File: src/rtl/dma_put_data_to_net_seg.sv
// One-sided put engine: pops put commands, emits a one-beat TCP header, then streams the
// local buffer via DMA in segments of at most MAX_SEG_BYTES, rate-limited by a token bucket.
module dma_put_data_to_net_seg #(
   parameter int DATA_W         = 512,
   parameter int CMD_DEPTH_BITS = 4,
   parameter int MAX_SEG_BYTES  = 4096
) (
   input  logic                clk,
   input  logic                rst,
   input  logic [63:0]         dma_base_addr,
   input  logic [15:0]         token_period,
   input  logic [15:0]         token_max,
   input  logic                s_cmd_valid,
   output logic                s_cmd_ready,
   input  logic [111:0]        s_cmd_data,
   output logic                m_dma_cmd_valid,
   input  logic                m_dma_cmd_ready,
   output logic [63:0]         m_dma_cmd_addr,
   output logic [31:0]         m_dma_cmd_len,
   input  logic                s_dma_data_valid,
   output logic                s_dma_data_ready,
   input  logic [DATA_W-1:0]   s_dma_data,
   output logic                m_tx_meta_valid,
   input  logic                m_tx_meta_ready,
   output logic [47:0]         m_tx_meta_data,
   output logic                m_tx_valid,
   input  logic                m_tx_ready,
   output logic                m_tx_last,
   output logic [DATA_W-1:0]   m_tx_data,
   output logic [DATA_W/8-1:0] m_tx_keep,
   output logic                cmd_done,
   output logic [63:0]         bytes_sent,
   output logic [31:0]         seg_cnt
);
   localparam int BEAT_BYTES = DATA_W / 8;
   localparam int BB_BITS    = $clog2(BEAT_BYTES);
   localparam int DEPTH      = 1 << CMD_DEPTH_BITS;
   localparam logic [CMD_DEPTH_BITS:0] FULL_CNT = (CMD_DEPTH_BITS + 1)'(DEPTH);
   localparam logic [31:0] MAX_SEG = 32'(MAX_SEG_BYTES);

   typedef enum logic [2:0] {IDLE, POP, HDR_META, HDR_DATA, SEG_CMD, SEG_META, SEG_DATA, DONE} state_t;

   state_t                    state_q, state_d;
   logic [CMD_DEPTH_BITS-1:0] wr_ptr_q, wr_ptr_d, rd_ptr_q, rd_ptr_d;
   logic [CMD_DEPTH_BITS:0]   count_q, count_d;
   logic [15:0]               session_q, session_d;
   logic [31:0]               local_q, local_d, remote_q, remote_d, length_q, length_d;
   logic [31:0]               offset_q, offset_d, remain_q, remain_d;
   logic [31:0]               seg_len_q, seg_len_d, beat_left_q, beat_left_d;
   logic [63:0]               dma_addr_q, dma_addr_d, bytes_sent_q, bytes_sent_d;
   logic [31:0]               seg_cnt_q, seg_cnt_d;
   logic [15:0]               tokens_q, tokens_d, tok_cyc_q, tok_cyc_d;

   logic [111:0]        fifo_mem [DEPTH];
   logic [111:0]        head;
   logic                push, pop, tok_ok, beat_hs, last_beat, refill;
   logic [BB_BITS-1:0]  seg_rem;
   logic [BEAT_BYTES-1:0] keep_mask;
   logic [DATA_W-1:0]   hdr_data;

   assign s_cmd_ready = ~rst & (count_q != FULL_CNT);
   assign push        = s_cmd_valid & s_cmd_ready;
   assign pop         = (state_q == POP);
   assign head        = fifo_mem[rd_ptr_q];
   assign tok_ok      = (tokens_q != 16'd0) || (token_period == 16'd0);
   assign beat_hs     = (state_q == SEG_DATA) & s_dma_data_valid & m_tx_ready & tok_ok;
   assign last_beat   = (beat_left_q == 32'd1);
   assign refill      = (token_period != 16'd0) && (tok_cyc_q >= token_period - 16'd1);
   assign seg_rem     = seg_len_q[BB_BITS-1:0];

   // NOTE: the command store has no reset; only pointers and count define its contents.
   always_ff @(posedge clk) begin
      if (push) fifo_mem[wr_ptr_q] <= s_cmd_data;
   end

   always_comb begin
      keep_mask = '0;
      for (int i = 0; i < BEAT_BYTES; i++) keep_mask[i] = (BB_BITS'(i) < seg_rem);
      hdr_data        = '0;
      hdr_data[15:0]  = 16'h5;
      hdr_data[47:16] = length_q;
      hdr_data[79:48] = remote_q;
   end

   always_comb begin
      // NOTE: every _d starts from its _q so no path through this block infers a latch.
      state_d      = state_q;
      wr_ptr_d     = wr_ptr_q + CMD_DEPTH_BITS'(push);
      rd_ptr_d     = rd_ptr_q + CMD_DEPTH_BITS'(pop);
      count_d      = count_q;
      session_d    = session_q;
      local_d      = local_q;
      remote_d     = remote_q;
      length_d     = length_q;
      offset_d     = offset_q;
      remain_d     = remain_q;
      seg_len_d    = seg_len_q;
      beat_left_d  = beat_left_q;
      dma_addr_d   = dma_addr_q;
      bytes_sent_d = bytes_sent_q;
      seg_cnt_d    = seg_cnt_q;
      if (push && !pop) count_d = count_q + 1'b1;
      else if (!push && pop) count_d = count_q - 1'b1;

      case (state_q)
         IDLE:     if (count_q != '0) state_d = POP;
         POP: begin
            session_d = head[111:96];
            local_d   = head[95:64];
            remote_d  = head[63:32];
            length_d  = head[31:0];
            offset_d  = 32'd0;
            remain_d  = head[31:0];
            state_d   = HDR_META;
         end
         HDR_META: if (m_tx_meta_ready) state_d = HDR_DATA;
         HDR_DATA: if (m_tx_ready) state_d = (remain_q != 32'd0) ? SEG_CMD : DONE;
         SEG_CMD:  if (m_dma_cmd_ready) state_d = SEG_META;
         SEG_META: if (m_tx_meta_ready) begin
            beat_left_d = (seg_len_q + 32'(BEAT_BYTES - 1)) >> BB_BITS;
            state_d     = SEG_DATA;
         end
         SEG_DATA: if (beat_hs) begin
            beat_left_d = beat_left_q - 32'd1;
            if (last_beat) begin
               offset_d     = offset_q + seg_len_q;
               remain_d     = remain_q - seg_len_q;
               seg_cnt_d    = seg_cnt_q + 32'd1;
               bytes_sent_d = bytes_sent_q + {32'd0, seg_len_q};
               state_d      = (remain_d != 32'd0) ? SEG_CMD : DONE;
            end
         end
         default:  state_d = IDLE;
      endcase

      // Segment length and DMA address are fixed on entry so the request stays stable.
      if (state_d == SEG_CMD && state_q != SEG_CMD) begin
         seg_len_d  = (remain_d > MAX_SEG) ? MAX_SEG : remain_d;
         dma_addr_d = dma_base_addr + {32'd0, local_q} + {32'd0, offset_d};
      end

      tok_cyc_d = (token_period == 16'd0 || refill) ? 16'd0 : tok_cyc_q + 16'd1;
      tokens_d  = tokens_q;
      if (refill && !beat_hs && tokens_q < token_max) tokens_d = tokens_q + 16'd1;
      else if (!refill && beat_hs && tokens_q != 16'd0) tokens_d = tokens_q - 16'd1;
   end

   always_ff @(posedge clk or posedge rst) begin
      if (rst) begin
         state_q <= IDLE;      wr_ptr_q <= '0;      rd_ptr_q <= '0;       count_q <= '0;
         session_q <= '0;      local_q <= '0;       remote_q <= '0;       length_q <= '0;
         offset_q <= '0;       remain_q <= '0;      seg_len_q <= '0;      beat_left_q <= '0;
         dma_addr_q <= '0;     bytes_sent_q <= '0;  seg_cnt_q <= '0;
         tokens_q <= '0;       tok_cyc_q <= '0;
      end else begin
         state_q <= state_d;   wr_ptr_q <= wr_ptr_d; rd_ptr_q <= rd_ptr_d; count_q <= count_d;
         session_q <= session_d; local_q <= local_d; remote_q <= remote_d; length_q <= length_d;
         offset_q <= offset_d; remain_q <= remain_d; seg_len_q <= seg_len_d; beat_left_q <= beat_left_d;
         dma_addr_q <= dma_addr_d; bytes_sent_q <= bytes_sent_d; seg_cnt_q <= seg_cnt_d;
         tokens_q <= tokens_d; tok_cyc_q <= tok_cyc_d;
      end
   end

   assign m_dma_cmd_valid  = (state_q == SEG_CMD);
   assign m_dma_cmd_addr   = dma_addr_q;
   assign m_dma_cmd_len    = seg_len_q;
   assign m_tx_meta_valid  = (state_q == HDR_META) || (state_q == SEG_META);
   assign m_tx_meta_data   = (state_q == HDR_META) ? {32'(BEAT_BYTES), session_q} :
                             (state_q == SEG_META) ? {seg_len_q, session_q} : 48'd0;
   assign s_dma_data_ready = (state_q == SEG_DATA) & m_tx_ready & tok_ok;
   assign m_tx_valid       = (state_q == HDR_DATA) | ((state_q == SEG_DATA) & s_dma_data_valid & tok_ok);
   assign m_tx_last        = (state_q == HDR_DATA) | ((state_q == SEG_DATA) & last_beat);
   assign m_tx_data        = (state_q == HDR_DATA) ? hdr_data :
                             (state_q == SEG_DATA) ? s_dma_data : '0;
   assign m_tx_keep        = (state_q == HDR_DATA) ? '1 :
                             (state_q != SEG_DATA) ? '0 :
                             (last_beat && seg_rem != '0) ? keep_mask : '1;
   assign cmd_done         = (state_q == DONE);
   assign bytes_sent       = bytes_sent_q;
   assign seg_cnt          = seg_cnt_q;
endmodule

File: config.mk
export PLATFORM = sky130hd
export DESIGN_NAME = dma_put_data_to_net_seg
export DESIGN_NICKNAME = d
export VERILOG_FILES = /design/src/rtl/dma_put_data_to_net_seg.sv
export SDC_FILE = /design/constraint.sdc
export NUM_CORES = 2
export LEC_CHECK = 0
export ABC_CLOCK_PERIOD_IN_PS = 22500
export BUFFER_PORTS_ARGS = -buffer_cell sky130_fd_sc_hd__buf_4
export CAP_MARGIN = 20
export CORE_AREA = 2 2 606 608
export CTS_CLUSTER_SIZE = 12
export DETAILED_ROUTE_END_ITERATION = 10
export DIE_AREA = 0 0 608 610
export HOLD_SLACK_MARGIN = 0.05
export PLACE_DENSITY = 0.47
export SYNTH_ARGS = -nofsm -noshare
export SYNTH_HDL_FRONTEND = slang
export SYNTH_SLANG_ARGS = --single-unit
File: constraint.sdc
create_clock -name clk -period 22.5 [get_ports clk]
set_input_delay 4.5 -clock clk [delete_from_list [all_inputs] [get_ports clk]]
set_output_delay 4.5 -clock clk [all_outputs]
set_load 0.1 [all_outputs]
==> run metrics <==
Initial Util 0.2757; row cnt roughly 220; top-area cell type share of the netlist area 0.5356; # clock sinks 2240; first-pass GRT wire length approximately 730 mm; Die X between 600 and 700 um; Slew Limit Fails 0; Post-synth EDFFs between 1.5k and 2k; post-CTS setup buffers 0; full die area 370900 sq um; share of cells above drive strength 1 0.3278; RSZ-0062 raised after global routing false; IO buf count approximately 1.5k; syn_nets about 7.4k; Switching Fraction 0.4598; Slew headroom 0.1785; outcome complete, no violations; final cell count without fillers about 14k; skew final between 40 and 50 ps; Vias between 60k and 70k; commonest non-fill, non-tap cell in the layout edfxtp_1; GPL Wtd Cong 1.305; setup violators final 0; Finished Core Util 0.3513; DR vias/cell just over 5; Cell Int Power 9.982 mW; Unique masters post-synth just over 90; Post-synth ARST share 0.2000; drt first pass iters 5; Core ar. about 360000 sq um; CP required ~18000 ps; gr usage total 0.3070; Skew-Pair Late Insertion Delay 880 ps; CP startpoint kind primary input; clk buf depth 4; Detailed Place HPWL 457.4 mm; Synth Warn # 0; # resized after CTS 0; Top cell by count, worst path buf_4; Peak VDD IR slightly below 90 uV; wire length on met3 about 54 mm; Critical Path, Cell by Cell buf_4 -> inv_1 -> ha_1 -> or3b_2 -> nor4_4 -> buf_8 -> o21a_1 -> and2_1 -> buf_4; vias in the first global route 66.41k; CTS Buf Count about 270; max reg flops ~1.8k; post-synthesis area per instance 15.52 sq um; Hold-fix buffers, CTS 0; WL per Instance 42.83 um; worst stage delay on the critical path 620 ps; register area share after synthesis 0.6472; register clock-pin slew on the reported worst setup and hold paths about 60 ps; synthesized instance count roughly 6.5k; Max Freq approximately 0.086 GHz; switching power 8.496 mW; Clk network pwr share 0.232; commonest non-fill, non-tap cells in the layout edfxtp_1 (1792), buf_4 (1669), mux4_2 (512); Worst Hold Class flop to flop; largest register by flop count fifo_mem; Leak 49.02 nW; Root Driver clkbuf_16; crit path DAT 7190 ps; worst-margin pin slew between 1000 and 1500 ps; combinational share of power 0.479; number of max-cap violations 0; sequential power share 0.289; largest net degree at the start of global routing between 150 and 200; DRC 0; DR top layer met5; # H-tree levels 5; synth top area cells edfxtp_1 (54%), mux4_2 (11%), dfrtp_1 (11%); Met2 Wirelength ~270 mm; area of the mapped netlist 100500 sq um; Critical Path Sink Type output port; crit share post-route 0.5195; Detail Route Antenna Nets 0; Fill cells between 30k and 40k; final hold viol count 0; area grow syn2layout 27.44%; CTS tree yes; placed cells around 13k; Die Height 610 um; ys flop type edfxtp_1; # IOs 1550; register bit total from synthesis between 2k and 2.5k; initial drt markers between 7k and 8k; Nets slightly above 9k; sum of negative setup slack 0 ps; Pwr Density 144.3 nW/um^2; min cycle time layout roughly 12000 ps; WHS 471.2 ps; maximum fanout along the worst path 5; antenna violations before repair between 300 and 400; crit path max-delay cell type and2_1; M1 WL about 230 mm; Worst Setup Path Type primary input to output port; Synth area leader edfxtp_1; total gr overflow 0; Total Wirelength between 500 and 600 mm
## cells in the mapped netlist, types with 38 or more instances
master    count
edfxtp_1   1792
mux4_2      512
and2_1      476
dfrtp_1     448
nand2_1     442
clkbuf_1    232
inv_1       228
nor2_1      214
a21oi_1     210
o21ai_0     201
ha_1        184
xnor2_1     184
a21o_1      120
nand3_1     104
and3_1       93
xor2_1       81
mux2i_1      70
nor3_1       67
a22o_1       65
nand4_1      59
mux2_4       55
nor2b_1      50
buf_2        44
fa_1         38
## stage by stage
| step | area [sq um] | worst slack, ps | power [mW] |
|---|---|---|---|
| after floorplan | 100500 | 5515 | 11.34 |
| after global placement | 118200 | 10100 | 14.24 |
| after detailed placement | 118200 | 9998 | 14.27 |
| after CTS | 126700 | 10290 | 18.59 |
| after global routing | 127500 | 10740 | 19.10 |
| final | 128000 | 10810 | 18.48 |
## per-layer routing
layer  global-route usage  vias to the layer above
met2               0.4740                     3606
met1               0.3794                    36750
met5                    0                        -
met4               0.1709                       86
met3              0.09978                      827
li1                     -                    28657
## layout make-up
cell class	instances	area, sq um	area share
repair buffers	1686	12880	0.1006
clock buffers	377	7536	0.05886
well taps	4816	6026	0.04706
diodes	490	1226	0.009577
clock inverters	105	1030	0.008042
flip-flops and latches	2240	65030	0.5079
multi-input cells	3686	33430	0.2611
inverters	229	879.6	0.006870
## critical path, delay by kind of cell
kind            cells  cell delay (ps)
simple gates        3             1450
buf+inv             4              820
compound gates      1              210
fa+ha+maj           1              180
## worst paths after layout
kind	endpoint	cells after the start	from	slack (ps)
worst max-delay path	s_dma_data_ready	9	token_period[0]	10810
worst min-delay path	session_q[14]$_DFFE_PP0N_	2	session_q[14]$_DFFE_PP0N_	470
worst max register to register	m_dma_cmd_addr[63]$_DFFE_PP0P_	25	tokens_q[1]$_DFFE_PP0P_	14050
worst min register to register	session_q[14]$_DFFE_PP0N_	2	session_q[14]$_DFFE_PP0N_	470
max in group asynchronous	session_q[0]$_DFFE_PP0N_	4	rst	16500
min in group asynchronous	length_q[4]$_DFFE_PP0N_	2	rst	3780
## kinds of logic after synthesis
group                    Yosys count  synth area share
AO/OA/AOI/OAI                    880           0.05809
XOR/XNOR                         265           0.02310
adder cells (fa/ha/maj)          222           0.03049
buffers and inverters            546           0.02181
flip-flops                      2240            0.6472
multiplexers                     662            0.1328
AND/OR/NAND/NOR                 1657           0.08654
## power groups by stage
stage	registers (mW)	clock network (mW)	logic, mW
after floorplan	5.74	0	5.60
after global placement	5.40	0	8.83
after detailed placement	5.42	0	8.86
after CTS	5.34	4.38	8.87
after global routing	5.36	4.54	9.20
final	5.33	4.29	8.86
(Power assumes the default switching activity.)
